## config.mk

```make
export PLATFORM = sky130hd
export DESIGN_NAME = ghost_mode_ctrl_flat
export DESIGN_NICKNAME = d
export VERILOG_FILES = /design/src/rtl/ghost_mode_ctrl_if.sv /design/src/rtl/ghost_mode_ctrl.sv /design/src/flat_wrapper.sv
export SDC_FILE = /design/constraint.sdc
export NUM_CORES = 1
export LEC_CHECK = 0
export CORE_ASPECT_RATIO = 0.9
export CORE_UTILIZATION = 45
export CTS_BUF_LIST = sky130_fd_sc_hd__clkbuf_8
export DETAILED_ROUTE_END_ITERATION = 10
export GPL_TIMING_DRIVEN = 0
export HOLD_SLACK_MARGIN = 0.08
export PLACE_DENSITY = 0.68
export SETUP_SLACK_MARGIN = 0.2
export SLEW_MARGIN = 20
export SYNTH_ARGS = -nofsm -noshare
export SYNTH_HDL_FRONTEND = slang
export SYNTH_SLANG_ARGS = --single-unit
```

## constraint.sdc

```tcl
create_clock -name frame_clk -period 2.5 [get_ports frame_clk]
set_input_delay 0.25 -clock frame_clk [delete_from_list [all_inputs] [get_ports frame_clk]]
set_output_delay 0.25 -clock frame_clk [all_outputs]
set_load 0.005 [all_outputs]
```

## src/rtl/ghost_mode_ctrl_if.sv

```systemverilog
// ghost_mode_ctrl_if: game-state and ghost-block signals of the shared ghost mode sequencer
interface ghost_mode_ctrl_if #(
  parameter int NUM_GHOSTS = 4,
  parameter int DOT_W = 8
);
  logic soft_reset;
  logic start;
  logic [DOT_W-1:0] dots_eaten;
  logic power_pellet;
  logic [NUM_GHOSTS-1:0] collide;
  logic [NUM_GHOSTS-1:0] in_box;
  logic [NUM_GHOSTS-1:0] home_reached;
  logic [3*NUM_GHOSTS-1:0] mode;
  logic [NUM_GHOSTS-1:0] reverse;
  logic [NUM_GHOSTS-1:0] flash;
  logic [1:0] global_phase;
  logic pacman_dead;
  logic [11:0] ghost_points;
  logic points_valid;
  modport master (
    output soft_reset, start, dots_eaten, power_pellet, collide, in_box, home_reached,
    input mode, reverse, flash, global_phase, pacman_dead, ghost_points, points_valid
  );
  modport slave (
    input soft_reset, start, dots_eaten, power_pellet, collide, in_box, home_reached,
    output mode, reverse, flash, global_phase, pacman_dead, ghost_points, points_valid
  );
endinterface

```

## src/rtl/ghost_mode_ctrl.sv

```systemverilog
// ghost_mode_ctrl: shared scatter/chase schedule, release, fright/flash, score chain and death detection
module ghost_mode_ctrl #(
  parameter int NUM_GHOSTS = 4,
  parameter int DOT_W = 8,
  parameter logic [NUM_GHOSTS*DOT_W-1:0] RELEASE_DOTS = {8'd80, 8'd30, 8'd0, 8'd0},
  parameter int TW = 12,
  parameter int SCATTER1_FR = 420,
  parameter int SCATTER2_FR = 300,
  parameter int CHASE_FR = 1200,
  parameter int FRIGHT_FR = 600,
  parameter int FLASH_FR = 180,
  parameter int FLASH_HALF = 10
) (
  input logic frame_clk,
  input logic Reset,
  ghost_mode_ctrl_if.slave bus
);
  localparam int N = NUM_GHOSTS;
  localparam logic [TW-1:0] S1_END = TW'(SCATTER1_FR - 1);
  localparam logic [TW-1:0] S2_END = TW'(SCATTER2_FR - 1);
  localparam logic [TW-1:0] CH_END = TW'(CHASE_FR - 1);
  localparam logic [TW-1:0] FR_LD = TW'(FRIGHT_FR);
  localparam logic [TW-1:0] FL_LIM = TW'(FLASH_FR);
  localparam logic [TW-1:0] FL_PRE = TW'(FLASH_FR + 1);
  localparam logic [TW-1:0] FH_END = TW'(FLASH_HALF - 1);
  typedef enum logic [1:0] {P_IDLE = 2'd0, P_SCATTER = 2'd1, P_CHASE = 2'd2} phase_t;
  typedef enum logic [1:0] {G_WAIT, G_ACTIVE, G_FRIGHT, G_DEAD} gst_t;
  phase_t phase, phase_n;
  gst_t gs [N];
  gst_t gs_n [N];
  logic [1:0] rnd, rnd_n, chain, chain_n;
  logic started, started_n, dead, dead_n, fph, fph_n, pv, pv_n;
  logic [TW-1:0] ptmr, ptmr_n, fcnt, fcnt_n, ftmr, ftmr_n, dur;
  logic [N-1:0] rev, rev_n, act, fri, kill, elig, eat;
  logic [11:0] pts, pts_n;
  logic frz, run, sw, expire;
  // state register; either reset source returns everything to its idle value
  always_ff @(posedge frame_clk) begin
    if (Reset || bus.soft_reset) begin
      phase <= P_IDLE;
      rnd <= '0;
      started <= 1'b0;
      ptmr <= '0;
      fcnt <= '0;
      ftmr <= '0;
      fph <= 1'b0;
      chain <= '0;
      rev <= '0;
      dead <= 1'b0;
      pts <= '0;
      pv <= 1'b0;
      for (int i = 0; i < N; i++) gs[i] <= G_WAIT;
    end else begin
      phase <= phase_n;
      rnd <= rnd_n;
      started <= started_n;
      ptmr <= ptmr_n;
      fcnt <= fcnt_n;
      ftmr <= ftmr_n;
      fph <= fph_n;
      chain <= chain_n;
      rev <= rev_n;
      dead <= dead_n;
      pts <= pts_n;
      pv <= pv_n;
      for (int i = 0; i < N; i++) gs[i] <= gs_n[i];
    end
  end
  // next-state: a kill this frame freezes everything at once, so a same-frame pellet is ignored
  always_comb begin
    for (int i = 0; i < N; i++) begin
      act[i] = gs[i] == G_ACTIVE;
      fri[i] = gs[i] == G_FRIGHT;
    end
    kill = bus.collide & act;
    elig = bus.collide & fri;
    eat = elig & (~elig + 1'b1);
    frz = dead || (|kill);
    dur = phase == P_SCATTER ? (rnd < 2'd2 ? S1_END : S2_END) : CH_END;
    run = (phase == P_SCATTER || (phase == P_CHASE && rnd != 2'd3)) && fcnt == '0;
    sw = run && ptmr == dur;
    expire = fcnt == TW'(1) && !bus.power_pellet;
    phase_n = phase;
    rnd_n = rnd;
    started_n = started;
    ptmr_n = ptmr;
    fcnt_n = fcnt;
    ftmr_n = ftmr;
    fph_n = fph;
    chain_n = chain;
    pts_n = pts;
    pv_n = 1'b0;
    rev_n = '0;
    dead_n = frz;
    for (int i = 0; i < N; i++) gs_n[i] = gs[i];
    if (!frz) begin
      started_n = started || bus.start;
      phase_n = phase == P_IDLE ? (bus.start ? P_SCATTER : P_IDLE)
              : sw ? (phase == P_SCATTER ? P_CHASE : P_SCATTER) : phase;
      rnd_n = sw && phase == P_CHASE ? rnd + 1'b1 : rnd;
      ptmr_n = sw ? '0 : run ? ptmr + 1'b1 : ptmr;
      fcnt_n = bus.power_pellet ? FR_LD : fcnt != '0 ? fcnt - 1'b1 : fcnt;
      ftmr_n = bus.power_pellet || fcnt == FL_PRE || ftmr == FH_END ? '0
             : fcnt != '0 && fcnt <= FL_LIM ? ftmr + 1'b1 : ftmr;
      fph_n = bus.power_pellet ? 1'b0 : fcnt == FL_PRE ? 1'b1
            : fcnt != '0 && fcnt <= FL_LIM && ftmr == FH_END ? !fph : fph;
      chain_n = bus.power_pellet ? '0 : (|eat) && chain != 2'd3 ? chain + 1'b1 : chain;
      pv_n = |eat;
      pts_n = |eat ? 12'd200 << chain : pts;
      for (int i = 0; i < N; i++) begin
        rev_n[i] = act[i] && (sw || (bus.power_pellet && !bus.in_box[i]));
        gs_n[i] = gs[i] == G_WAIT ? (started && bus.dots_eaten >= RELEASE_DOTS[i*DOT_W +: DOT_W] ? G_ACTIVE : G_WAIT)
                : gs[i] == G_ACTIVE ? (bus.power_pellet && !bus.in_box[i] ? G_FRIGHT : G_ACTIVE)
                : gs[i] == G_FRIGHT ? (eat[i] ? G_DEAD : expire ? G_ACTIVE : G_FRIGHT)
                : (bus.home_reached[i] ? G_ACTIVE : G_DEAD);
      end
    end
  end
  // per-ghost mode code and white-sprite flag, derived from registered state only
  always_comb begin
    for (int i = 0; i < N; i++) begin
      bus.mode[3*i +: 3] = gs[i] == G_WAIT ? 3'd0 : gs[i] == G_ACTIVE ? {1'b0, phase}
                         : gs[i] == G_FRIGHT ? 3'd3 : 3'd4;
      bus.flash[i] = fri[i] && fcnt <= FL_LIM && fph;
    end
  end
  assign bus.reverse = rev;
  assign bus.global_phase = phase;
  assign bus.pacman_dead = dead;
  assign bus.ghost_points = pts;
  assign bus.points_valid = pv;
endmodule
```

## src/flat_wrapper.sv

```systemverilog
// flat-port wrapper written by rule: the top's interface ports become plain ports
module ghost_mode_ctrl_flat 
#(
  parameter int NUM_GHOSTS = 4,
  parameter int DOT_W = 8,
  parameter logic [NUM_GHOSTS*DOT_W-1:0] RELEASE_DOTS = {8'd80, 8'd30, 8'd0, 8'd0},
  parameter int TW = 12,
  parameter int SCATTER1_FR = 420,
  parameter int SCATTER2_FR = 300,
  parameter int CHASE_FR = 1200,
  parameter int FRIGHT_FR = 600,
  parameter int FLASH_FR = 180,
  parameter int FLASH_HALF = 10
)
  (frame_clk, Reset, bus_soft_reset, bus_start, bus_dots_eaten, bus_power_pellet, bus_collide, bus_in_box, bus_home_reached, bus_mode, bus_reverse, bus_flash, bus_global_phase, bus_pacman_dead, bus_ghost_points, bus_points_valid);
  ghost_mode_ctrl_if #(.NUM_GHOSTS(NUM_GHOSTS), .DOT_W(DOT_W)) bus_i ();
  input logic frame_clk;
  input logic Reset;
  input wire logic [$bits(bus_i.soft_reset)-1:0] bus_soft_reset;
  input wire logic [$bits(bus_i.start)-1:0] bus_start;
  input wire logic [$bits(bus_i.dots_eaten)-1:0] bus_dots_eaten;
  input wire logic [$bits(bus_i.power_pellet)-1:0] bus_power_pellet;
  input wire logic [$bits(bus_i.collide)-1:0] bus_collide;
  input wire logic [$bits(bus_i.in_box)-1:0] bus_in_box;
  input wire logic [$bits(bus_i.home_reached)-1:0] bus_home_reached;
  output wire logic [$bits(bus_i.mode)-1:0] bus_mode;
  output wire logic [$bits(bus_i.reverse)-1:0] bus_reverse;
  output wire logic [$bits(bus_i.flash)-1:0] bus_flash;
  output wire logic [$bits(bus_i.global_phase)-1:0] bus_global_phase;
  output wire logic [$bits(bus_i.pacman_dead)-1:0] bus_pacman_dead;
  output wire logic [$bits(bus_i.ghost_points)-1:0] bus_ghost_points;
  output wire logic [$bits(bus_i.points_valid)-1:0] bus_points_valid;
  assign bus_i.soft_reset = bus_soft_reset;
  assign bus_i.start = bus_start;
  assign bus_i.dots_eaten = bus_dots_eaten;
  assign bus_i.power_pellet = bus_power_pellet;
  assign bus_i.collide = bus_collide;
  assign bus_i.in_box = bus_in_box;
  assign bus_i.home_reached = bus_home_reached;
  assign bus_mode = bus_i.mode;
  assign bus_reverse = bus_i.reverse;
  assign bus_flash = bus_i.flash;
  assign bus_global_phase = bus_i.global_phase;
  assign bus_pacman_dead = bus_i.pacman_dead;
  assign bus_ghost_points = bus_i.ghost_points;
  assign bus_points_valid = bus_i.points_valid;
  ghost_mode_ctrl #(.NUM_GHOSTS(NUM_GHOSTS), .DOT_W(DOT_W), .RELEASE_DOTS(RELEASE_DOTS), .TW(TW), .SCATTER1_FR(SCATTER1_FR), .SCATTER2_FR(SCATTER2_FR), .CHASE_FR(CHASE_FR), .FRIGHT_FR(FRIGHT_FR), .FLASH_FR(FLASH_FR), .FLASH_HALF(FLASH_HALF)) u_core (.frame_clk(frame_clk), .Reset(Reset), .bus(bus_i));
endmodule
```

==> results of run 1 <==
[synth_stat cells (all sizes together) (2+ instances only)]
library cell / number / area, µm²
a221o: 2 / 20.0
clkbuf: 29 / 109
dfxtp: 66 / 1320
nand3b: 19 / 143
a21oi: 40 / 200
nor3: 11 / 55.1
inv: 19 / 71.3
o31ai: 12 / 90.1
or4b: 2 / 20.0
nor2: 28 / 105
nor3b: 6 / 45.0
o211ai: 2 / 15.0
and4: 2 / 17.5
or2: 3 / 18.8
nand3: 27 / 135
or3: 17 / 106
nor2b: 11 / 68.8
buf: 8 / 55.1
nand4: 12 / 75.1
a2111oi: 7 / 61.3
mux2i: 14 / 140
nand2: 23 / 86.3
o21ai: 22 / 110
a31oi: 8 / 50.1
nand4b: 3 / 26.3
and2: 8 / 50.1
or4: 9 / 71.3
o21ba: 2 / 20.0
and3: 6 / 37.5
nand2b: 9 / 56.3
o21a: 4 / 30.0
a21o: 10 / 75.1
ha: 11 / 138
a211oi: 2 / 15.0
o22ai: 2 / 12.5
or3b: 2 / 17.5
nor4b: 4 / 35.0
nor4: 6 / 52.6
a221oi: 2 / 17.5
[routing by layer]
layer	GRT usage	up-vias	part of all wire
met1	0.347	1920	0.46
met5	0	-	0
met4	0.0628	0	0.014
li1	-	1945	-
met3	0.0622	24	0.073
met2	0.396	161	0.46
[how the worst max path moves through the flow]
stage | endpoint | slack, ps | depth (start not counted)
after floorplan | u_core.ftmr[11]$_SDFFE_PP0P_ | 160 | 8
after global placement | u_core.bus.reverse[1]$_SDFF_PP0_ | -330 | 7
after detailed placement | u_core.bus.reverse[1]$_SDFF_PP0_ | -340 | 7
after CTS | u_core.rnd[0]$_SDFFE_PP0P_ | 80 | 6
after global routing | u_core.bus.global_phase[0]$_SDFFE_PP0P_ | 20 | 6
final | u_core.rnd[0]$_SDFFE_PP0P_ | 50 | 6
[cell families (layout without fill, tap and decap cells)]
group / Yosys count / in the layout
AOI/OAI and AO/OA: 126 / 126
xor gates and xnor gates: 1 / 1
adders and majority gates: 11 / 11
buffers and inverters: 56 / 138
DFF: 66 / 66
muxes: 14 / 14
other: 1 / 4
and+or+nand+nor: 208 / 208
[placed cells by master (no fill, tap or decap), types with 6 or more instances in the layout]
master | Yosys | final
sky130_fd_sc_hd__nand3_1 | 27 | 26
sky130_fd_sc_hd__nor2b_1 | 11 | 10
sky130_fd_sc_hd__or3_1 | 17 | 17
sky130_fd_sc_hd__nor2_1 | 28 | 27
sky130_fd_sc_hd__nor3_1 | 11 | 11
sky130_fd_sc_hd__o21ai_0 | 21 | 17
sky130_fd_sc_hd__or4_1 | 8 | 8
sky130_fd_sc_hd__clkbuf_8 | 0 | 13
sky130_fd_sc_hd__a21o_1 | 10 | 10
sky130_fd_sc_hd__and2_1 | 8 | 8
sky130_fd_sc_hd__nand4_1 | 12 | 12
sky130_fd_sc_hd__clkbuf_1 | 29 | 17
sky130_fd_sc_hd__a21oi_1 | 40 | 34
sky130_fd_sc_hd__nand3b_1 | 19 | 19
sky130_fd_sc_hd__mux2i_1 | 14 | 14
sky130_fd_sc_hd__o31ai_1 | 12 | 12
sky130_fd_sc_hd__ha_1 | 11 | 9
sky130_fd_sc_hd__clkdlybuf4s50_1 | 0 | 51
sky130_fd_sc_hd__a2111oi_4 | 0 | 6
sky130_fd_sc_hd__nand2_1 | 23 | 22
sky130_fd_sc_hd__nand2b_1 | 9 | 9
sky130_fd_sc_hd__inv_1 | 19 | 18
sky130_fd_sc_hd__a21oi_2 | 0 | 6
sky130_fd_sc_hd__buf_4 | 4 | 15
sky130_fd_sc_hd__dfxtp_1 | 66 | 62
sky130_fd_sc_hd__a31oi_1 | 8 | 8
sky130_fd_sc_hd__clkbuf_2 | 0 | 6
sky130_fd_sc_hd__and3_1 | 6 | 6
[tightest hold or removal path: cells and delay by family, from the launching register on]
kind | cells | cell delay (ps)
flip-flops | 1 | 340
AO/OA/AOI/OAI | 2 | 110
[repair_timing]
action	CTS	global route
pin swaps	4	7
resized for setup	47	40
buffers inserted	5	5
endpoints found under the setup margin	56	63
cloned	2	0
[power breakdown]
part,switching (µW),total (µW),internal [µW]
clock network,436,1150,714
registers,41.1,1120,1080
logic,377,661,284
[cell type report]
type,instances,area share
Clock inverter,5,0.0194
Buffer,37,0.0382
Sequential cell,66,0.254
Tap cell,115,0.0276
Clock buffer,11,0.0290
Multi-Input combinational cell,364,0.496
Inverter,19,0.0137
Timing Repair Buffer,66,0.121
[registers in the layout, indices dropped and copies added (netlist names)]
signal and cells:
u_core.gs 8, u_core.bus.reverse 4, u_core.bus.pacman_dead 1, u_core.bus.points_valid 1
u_core.ftmr 12, u_core.chain 2, u_core.bus.ghost_points 8, u_core.bus.global_phase 2
u_core.started 1, u_core.ptmr 12, u_core.rnd 2, u_core.fph 1
u_core.fcnt 12
[through the flow]
| stage | util | setup slack (ps) |
|---|---|---|
| 2_1_floorplan | - | 160 |
| 3_3_place_gp | 0.558 | -331 |
| 3_5_place_dp | 0.558 | -344 |
| 4_1_cts | 0.616 | 84.8 |
| 5_1_grt | 0.634 | 24.3 |
| 6_report | 0.634 | 48.7 |
==> metrics.log, run 1 <==
[metrics] outcome: finished, final reports clean
[metrics] setup_tns: 0 ps
[metrics] complex-gate fraction of the synthesized area: 0.210
[metrics] power per cell area: 562 nW/µm²
[metrics] layout cell share with drive strength beyond 1: 0.155
[metrics] die boundary width: 100 µm
[metrics] Detailed Route WL: 11500 µm
[metrics] placed wire-length estimate: approximately 7700 µm
[metrics] area inside the core boundary: 8220 µm²
[metrics] CTS buffer count: 9
[metrics] instance area after placement: between 4000 and 5000 µm²
[metrics] Data arrival, critical path: 2740 ps
[metrics] number of rows in the core area: 31
[metrics] Clk Latency, worst-skew pair: 350 ps
[metrics] number of antenna violations at the first check in global routing: 0
[metrics] Bufs on Longest Clock Path: 2
[metrics] type of the worst min-delay path: flop to flop
[metrics] Post-synth ARST share: 0
[metrics] worst ir drop on vdd: 280 µV
[metrics] number of cells after detailed placement: between 600 and 700
[metrics] maximum operating frequency: a little over 400 MHz
[metrics] number of nets still failing antenna checks after routing: 0
[metrics] start point of the worst hold path: u_core.ptmr[5]$_SDFFE_PP0P_
[metrics] CP Class: flop to flop
[metrics] Total Die Area: 9020 µm²
[metrics] count of unresolved DRC violations after routing: 0
[metrics] Iter 0 DRT Violations: roughly 270
[metrics] endpoint kind of the worst setup timing path: flop
[metrics] Static Leakage: 0.00179 µW
[metrics] number of warnings printed during yosys synthesis: 0
[metrics] number of I/O port buffers: 54
[metrics] design area: 5210 µm²
[metrics] maximum number of pins on one net before global-route repair: 12
[metrics] area growth from synthesis to final layout: 34.1%
[metrics] Clk pin slew, worst setup/hold paths: around 70 ps
[metrics] wire per inst: 16.9 µm
[metrics] footprint of the multi-input gates: 2590 µm²
[metrics] unrepaired setup endpoints after global routing: true
[metrics] total chip power: 2930 µW
[metrics] Total GRT Usage: 0.253
[metrics] Netlist Area Pre-Place: 3890 µm²
[metrics] Seq/Total Area, Yosys: 0.340
[metrics] prevailing post-synth register cell: sky130_fd_sc_hd__dfxtp_1
[metrics] synthesized area divided by synthesized cell count: about 8.0 µm²
[metrics] master cell of the clock root buffer: sky130_fd_sc_hd__clkbuf_8
[metrics] vias per std cell: a little under 6
[metrics] Post-Synth Adder-Cell Area: 0.0354
[metrics] Clock Sinks: 66
[metrics] Final Instance Count excl. Fillers: 683
[metrics] master of the slowest instance on the critical path: sky130_fd_sc_hd__or4b_4
[metrics] Netlist cell types: between 50 and 60
[metrics] Worst Path Max Fanout: 5
[metrics] height of the die: 90.2 µm
[metrics] Routability Congestion: roughly 0.87
[metrics] number of global-route vias before repair: between 3000 and 4000
[metrics] Initial Util: 0.473
[metrics] dominant combinational cell family by area after synthesis: simple AND/OR/NAND/NOR gates
[metrics] highest cell delay on the worst timing path: roughly 530 ps
[metrics] cts hold-fix bufs: 0
[metrics] number of cells on the worst reg-to-reg path: 6
[metrics] start point of the critical path: u_core.ptmr[9]$_SDFFE_PP0P_
[metrics] crit path cell chain: or4b_4, or4_4, a2111o_1, buf_6, or3_1, a21oi_2
[metrics] Post-Synth Simple-Gate Area: 0.314
[metrics] normalized max-slew margin: 0.506
[metrics] Fin Hold WS: 488 ps
[metrics] final period demand of the worst path: 2450 ps
[metrics] wire length of the first global-routing pass: between 15000 and 20000 µm
[metrics] Post-Syn Instances: 483
[metrics] measured slew at the worst slew-check pin: 734 ps
[metrics] cell count of the worst hold path: 2
[metrics] Inserted Diodes: 0
[metrics] MaxCap Viol Count: 0
[metrics] register bit count reported by yosys: 66
[metrics] Worst Path Buf+Inv: 1
[metrics] Setup-failing EPs final: 0
[metrics] ports placed on the boundary: 61
[metrics] count of flip-flops with a built-in enable after synthesis: 0
[metrics] H-tree Lvls: 3
[metrics] FF-to-FF setup slack: 50 ps
[metrics] endpoint of the most critical register-to-register path: u_core.rnd[0]$_SDFFE_PP0P_
[metrics] share of synthesized area spent on multiplexers: 0.0360
[metrics] Critical R2R Launch: u_core.ptmr[9]$_SDFFE_PP0P_
[metrics] count of TritonRoute iterations in the first routing pass: 4
[metrics] final critical-path share of the clock period: 0.981
[metrics] delay-heaviest family, CP: simple AND/OR/NAND/NOR gates
[metrics] number of max-slew violations in the final report: 0
[metrics] final net count: 599
[metrics] clock tree from TritonCTS: yes
[metrics] Layout Skew: just over 5 ps
[metrics] Worst Path Required: 2780 ps
[metrics] crit start category: flop
[metrics] Synth Area in XOR/XNOR: 0.00225
[metrics] leftover overflow at the end of global routing: 0
[metrics] fill cell total of the finished layout: 733
[metrics] Hold Vio Cnt, Final: 0
[metrics] Seq. cell area: roughly 1300 µm²
[metrics] worst hold endpoint: u_core.ptmr[5]$_SDFFE_PP0P_
[metrics] vias: between 4000 and 5000
Power figures use the tool's default switching activity.
==> run 2: changes to the inputs <==
- SLEW_MARGIN: 20 -> unset
==> results of run 2 <==
Final layout, timing and power as in run 1 (identical DEF).
==> RTL change 1: new RTL, settings of run 2 <==
`NUM_GHOSTS` is set to 4 in 3 places; all go to 8.
--- a/src/rtl/ghost_mode_ctrl_if.sv
+++ b/src/rtl/ghost_mode_ctrl_if.sv
@@ -1,6 +1,6 @@
 // ghost_mode_ctrl_if: game-state and ghost-block signals of the shared ghost mode sequencer
 interface ghost_mode_ctrl_if #(
-  parameter int NUM_GHOSTS = 4,
+  parameter int NUM_GHOSTS = 8,
   parameter int DOT_W = 8
 );
   logic soft_reset;
--- a/src/rtl/ghost_mode_ctrl.sv
+++ b/src/rtl/ghost_mode_ctrl.sv
@@ -1,6 +1,6 @@
 // ghost_mode_ctrl: shared scatter/chase schedule, release, fright/flash, score chain and death detection
 module ghost_mode_ctrl #(
-  parameter int NUM_GHOSTS = 4,
+  parameter int NUM_GHOSTS = 8,
   parameter int DOT_W = 8,
   parameter logic [NUM_GHOSTS*DOT_W-1:0] RELEASE_DOTS = {8'd80, 8'd30, 8'd0, 8'd0},
   parameter int TW = 12,
--- a/src/flat_wrapper.sv
+++ b/src/flat_wrapper.sv
@@ -1,7 +1,7 @@
 // flat-port wrapper written by rule: the top's interface ports become plain ports
 module ghost_mode_ctrl_flat 
 #(
-  parameter int NUM_GHOSTS = 4,
+  parameter int NUM_GHOSTS = 8,
   parameter int DOT_W = 8,
   parameter logic [NUM_GHOSTS*DOT_W-1:0] RELEASE_DOTS = {8'd80, 8'd30, 8'd0, 8'd0},
   parameter int TW = 12,
Ports: changed (6 resized); port bits go from 61 to 93. No check against the original RTL was run, so the function may have changed too.
==> RTL change 1 against run 2 <==
  * Total power grew 5.0%
  * Die area grew 15%
  * Sequential share of layout area grew 0.98 points
  * Register-to-register slack gained 0.27 ns
  * Wire length grew 20%
  * Sequential cell count grew 12
  * Worst setup slack gained 0.26 ns
  * Area after synthesis grew 15%
  * Cell area grew 14%
  * Via count grew 13%
  * Core utilization shrank 1.8 points
  * Largest power group is now sequential cells
  * Highest routed layer unchanged
==> RTL change 1: results (changes against run 2) <==
run_status:
  status: "finished clean"  # unchanged
route:
  route.met3.wl_um: 924  # was 835 um
  drtPass1Iterations: 5  # was 4
  met2_wirelength_mm: 6.52  # was 5.25 mm
  post_drt_via_cell_ratio: 5.74  # was 5.93
  met1Wirelength_mm: 6.15  # was 5.27 mm
  drtIter0Drc: 386  # was 273
synthesis:
  synthAdderAreaFrac_pct: 3.08  # was 3.54%
  ys_top_cells_by_count: "78 x dfxtp_1, 63 x nor2_1, 45 x a21oi_1, 43 x nand2_1, 29 x o21ai_0"  # was 66 x dfxtp_1, 40 x a21oi_1, 29 x clkbuf_1, 28 x nor2_1, 27 x nand3_1
  synthMuxAreaShare_pct: 2.02  # was 3.60%
  yosys.cell_types.count: 65  # was 58
  seq_area_frac_synth_pct: 34.9  # was 34.0%
  synth_xor_area_share_pct: 4.51  # was 0.225%
  synth_compound_area_share_pct: 18.5  # was 21.0%
worst_hold_path:
  min_to: "u_core.fcnt[1]"  # was u_core.ptmr[5]
  worstHoldStart: "u_core.fcnt[1]"  # was u_core.ptmr[5]
layout:
  nMultiInputCombCells: 442  # was 364
  seq_cell_count: 78  # was 66
  nFillCells: 842  # was 733
  inverters: 10  # was 19
  nonClkBufAreaFrac_pct: 18.9  # was 16.0%
  n_all_buffers: 126  # was 103
setup_path:
  crit_end: "bus_flash[1]"  # was u_core.rnd[0]
  slowest_stage: "dfxtp_1"  # was or4b_4
  rr_endpoint: "u_core.chain[0]"  # was u_core.rnd[0]
  rrSetupSlack_ns: 0.32  # was 0.05 ns
  r2r_cells: 8  # was 6
  crit_family: "buffers and inverters"  # was simple AND/OR/NAND/NOR gates
  cp.arrival_ns: 1.95  # was 2.74 ns
place:
  place.gp.congestion: 0.883  # was 0.872
  dp_hpwl_mm: 9.64  # was 7.67 mm
  io_buffers: 87  # was 54
grt:
  grt_max_degree: 14  # was 12
  grt.total_usage_pct: 26.3  # was 25.3%
  use_met1_pct: 35.1  # was 34.7%
  grt_use_met2_pct: 42.4  # was 39.6%
pwr:
  comb_power_share_pct: 23.1  # was 22.6%
  power.leakage_nw: 2.32  # was 1.79 nW
  max-vdd-ir-drop_mv: 0.356  # was 0.280 mV
clocking:
  cts_resized: 25  # was 47
  post-cts-setup-buffers: 7  # was 5
sta:
  relSlewSlack_pct: 47.7  # was 50.6%
==> RTL change 1: changes by cell type in the layout (fill, tap and decap cells not counted), sizes merged, moves of 11 or more <==
cell                  run 2  this run
o31ai                    12         0
nand3b                   19         2
dfxtp                    66        78
clkdlybuf4s50            51        79
nand2                    23        43
clkbuf                   38        27
xor2                      0        13
nor2                     28        63
==> RTL change 1: per-stage QoR <==
| step | cells | total power [mW] | utilization [%] | instance area [um^2] | setup WS (ns) |
|---|---|---|---|---|---|
| 5_1_grt | 798 | 3.20 | 61.6 | 5950 | 0.168 |
| 4_1_cts | 795 | 3.05 | 60.7 | 5860 | 0.0964 |
| 2_1_floorplan | 559 | 1.76 | - | 4480 | 0.484 |
| 6_report | 798 | 3.08 | 61.6 | 5950 | 0.304 |
| 3_3_place_gp | 772 | 1.96 | 57.1 | 5510 | -0.243 |
| 3_5_place_dp | 772 | 1.97 | 57.1 | 5510 | -0.266 |
==> RTL change 2: new RTL, flow settings as in run 2 <==
Made on the original files. `FLASH_FR` is set to 180 in 2 places; all go to 90.
--- a/src/rtl/ghost_mode_ctrl.sv
+++ b/src/rtl/ghost_mode_ctrl.sv
@@ -8,7 +8,7 @@
   parameter int SCATTER2_FR = 300,
   parameter int CHASE_FR = 1200,
   parameter int FRIGHT_FR = 600,
-  parameter int FLASH_FR = 180,
+  parameter int FLASH_FR = 90,
   parameter int FLASH_HALF = 10
 ) (
   input logic frame_clk,
--- a/src/flat_wrapper.sv
+++ b/src/flat_wrapper.sv
@@ -9,7 +9,7 @@
   parameter int SCATTER2_FR = 300,
   parameter int CHASE_FR = 1200,
   parameter int FRIGHT_FR = 600,
-  parameter int FLASH_FR = 180,
+  parameter int FLASH_FR = 90,
   parameter int FLASH_HALF = 10
 )
   (frame_clk, Reset, bus_soft_reset, bus_start, bus_dots_eaten, bus_power_pellet, bus_collide, bus_in_box, bus_home_reached, bus_mode, bus_reverse, bus_flash, bus_global_phase, bus_pacman_dead, bus_ghost_points, bus_points_valid);
Function: no difference found for any inputs over 10 cycles, from zero or initial values; that may be too few to reach the edited logic, so the function may still have changed.
==> RTL change 2 against run 2 <==
  * Hold slack got worse by 0.0014 ns
  * Wire length fell by 5.8%
  * Sequential cell count did not move
  * Clock power decreased by 13%
  * Total power is 5.8% lower
  * Critical path depth is the same
  * Area after synthesis barely moved
  * Die area hardly changed
  * Synthesized cell count decreased by 3.1%
  * Maximum frequency rose by 7.9%
  * Cell area decreased by 3.1%
  * Worst setup slack improved by 0.18 ns
  * Clock skew rose by 0.0059 ns
  * Critical path type unchanged
  * Critical endpoint is now u_core.ftmr[10]
  * Largest cell class unchanged
  * Highest routed layer unchanged
==> RTL change 2: results (changes against run 2) <==
run_status:
  status: "finished clean"  # unchanged
synthesis:
  synthMuxAreaShare_pct: 2.35  # was 3.60%
  synthAdderAreaFrac_pct: 4.19  # was 3.54%
  seq_area_frac_synth_pct: 34.0  # about the same
  synth_compound_area_share_pct: 22.2  # was 21.0%
  synth_xor_area_share_pct: 0.901  # was 0.225%
  ys_top_cells_by_area: "dfxtp_1 34%, a21oi_1 5.5%, ha_1 4.2%, o21ai_0 3.7%, nand2_1 3.5%"  # was dfxtp_1 34%, a21oi_1 5.1%, nand3b_1 3.7%, mux2i_1 3.6%, ha_1 3.5%
  yosys.cell_types.count: 66  # was 58
  ys_top_cells_by_count: "66 x dfxtp_1, 43 x a21oi_1, 36 x nand2_1, 29 x nor2_1, 29 x o21ai_0"  # was 66 x dfxtp_1, 40 x a21oi_1, 29 x clkbuf_1, 28 x nor2_1, 27 x nand3_1
setup_path:
  cp.arrival_ns: 2.55  # was 2.74 ns
  startpoint: "u_core.fcnt[8]"  # was u_core.ptmr[9]
  rrSetupSlack_ns: 0.23  # was 0.05 ns
  crit_path_max_fanout: 10  # was 5
  slowest_stage: "or4_4"  # was or4b_4
  rr_endpoint: "u_core.ftmr[10]"  # was u_core.rnd[0]
grt:
  grt_pass1_wl_mm: 17.4  # was 18.2 mm
  use_met1_pct: 33.6  # was 34.7%
  grt_pass1_vias: 3617  # was 3676
  grt.total_usage_pct: 24.2  # was 25.3%
  grt_max_degree: 13  # was 12
  grt_use_met2_pct: 37.5  # was 39.6%
  grtUsageMet3_pct: 4.35  # was 6.22%
route:
  route.met3.wl_um: 584  # was 835 um
  drtPass1Iterations: 5  # was 4
  drtIter0Drc: 267  # was 273
  wl_per_cell_um: 16.2  # was 16.9 um
  met1Wirelength_mm: 5.14  # was 5.27 mm
  vias: 3891  # was 4050
sta:
  fin_worst_skew_ns: 0.0110  # was 0.00511 ns
  worst_hold_slack_ns: 0.487  # was 0.488 ns
  relSlewSlack_pct: 47.4  # was 50.6%
clocking:
  cts_resized: 24  # was 47
pwr:
  power_frac_clock_pct: 36.1  # was 39.2%
  switching_share_pct: 30.2  # was 29.1%
  p_seq_share_pct: 40.6  # was 38.2%
  max-vdd-ir-drop_mv: 0.402  # was 0.280 mV
  power.leakage_nw: 1.80  # was 1.79 nW
worst_hold_path:
  min_to: "u_core.ptmr[11]"  # was u_core.ptmr[5]
  worstHoldStart: "u_core.ptmr[11]"  # was u_core.ptmr[5]
place:
  dpl_cell_area_mm2: 0.00459  # about the same
  dp_hpwl_mm: 7.50  # was 7.67 mm
  io_buffers: 55  # was 54
layout:
  drive_gt1_share_pct: 15.5  # about the same
  nNetsFinal: 587  # was 599
## RTL change 2: cell count changes after synthesis, moves of 4 or more
cell	delta
clkbuf_1	-14
nand2_1	+13
nand3_1	-13
o21ai_0	+8
a21o_1	-6
mux2i_1	-6
a2111oi_0	-5
and4_1	+5
nand3b_1	-5
o21a_1	+5
or4_1	+5
inv_1	-4
nor2b_1	-4
nor3b_1	-4
## RTL change 2: final cells by class
type / count / area (um^2)
clock buffers: 9 / 124
multi-input cells: 364 / 2480
repair buffers: 67 / 643
plain buffers: 26 / 168
fillers: 755 / 3170
well taps: 115 / 144
clock inverters: 7 / 93.8
inverters: 15 / 56.3
flip-flops and latches: 66 / 1340
## RTL change 2: stage by stage
step	power (mW)	setup WS, ns	cells
floorplan	1.50	0.263	471
CTS	2.71	0.144	664
global placement	1.65	-0.330	641
finish	2.76	0.228	669
detailed placement	1.65	-0.324	641
global route	2.87	0.111	669
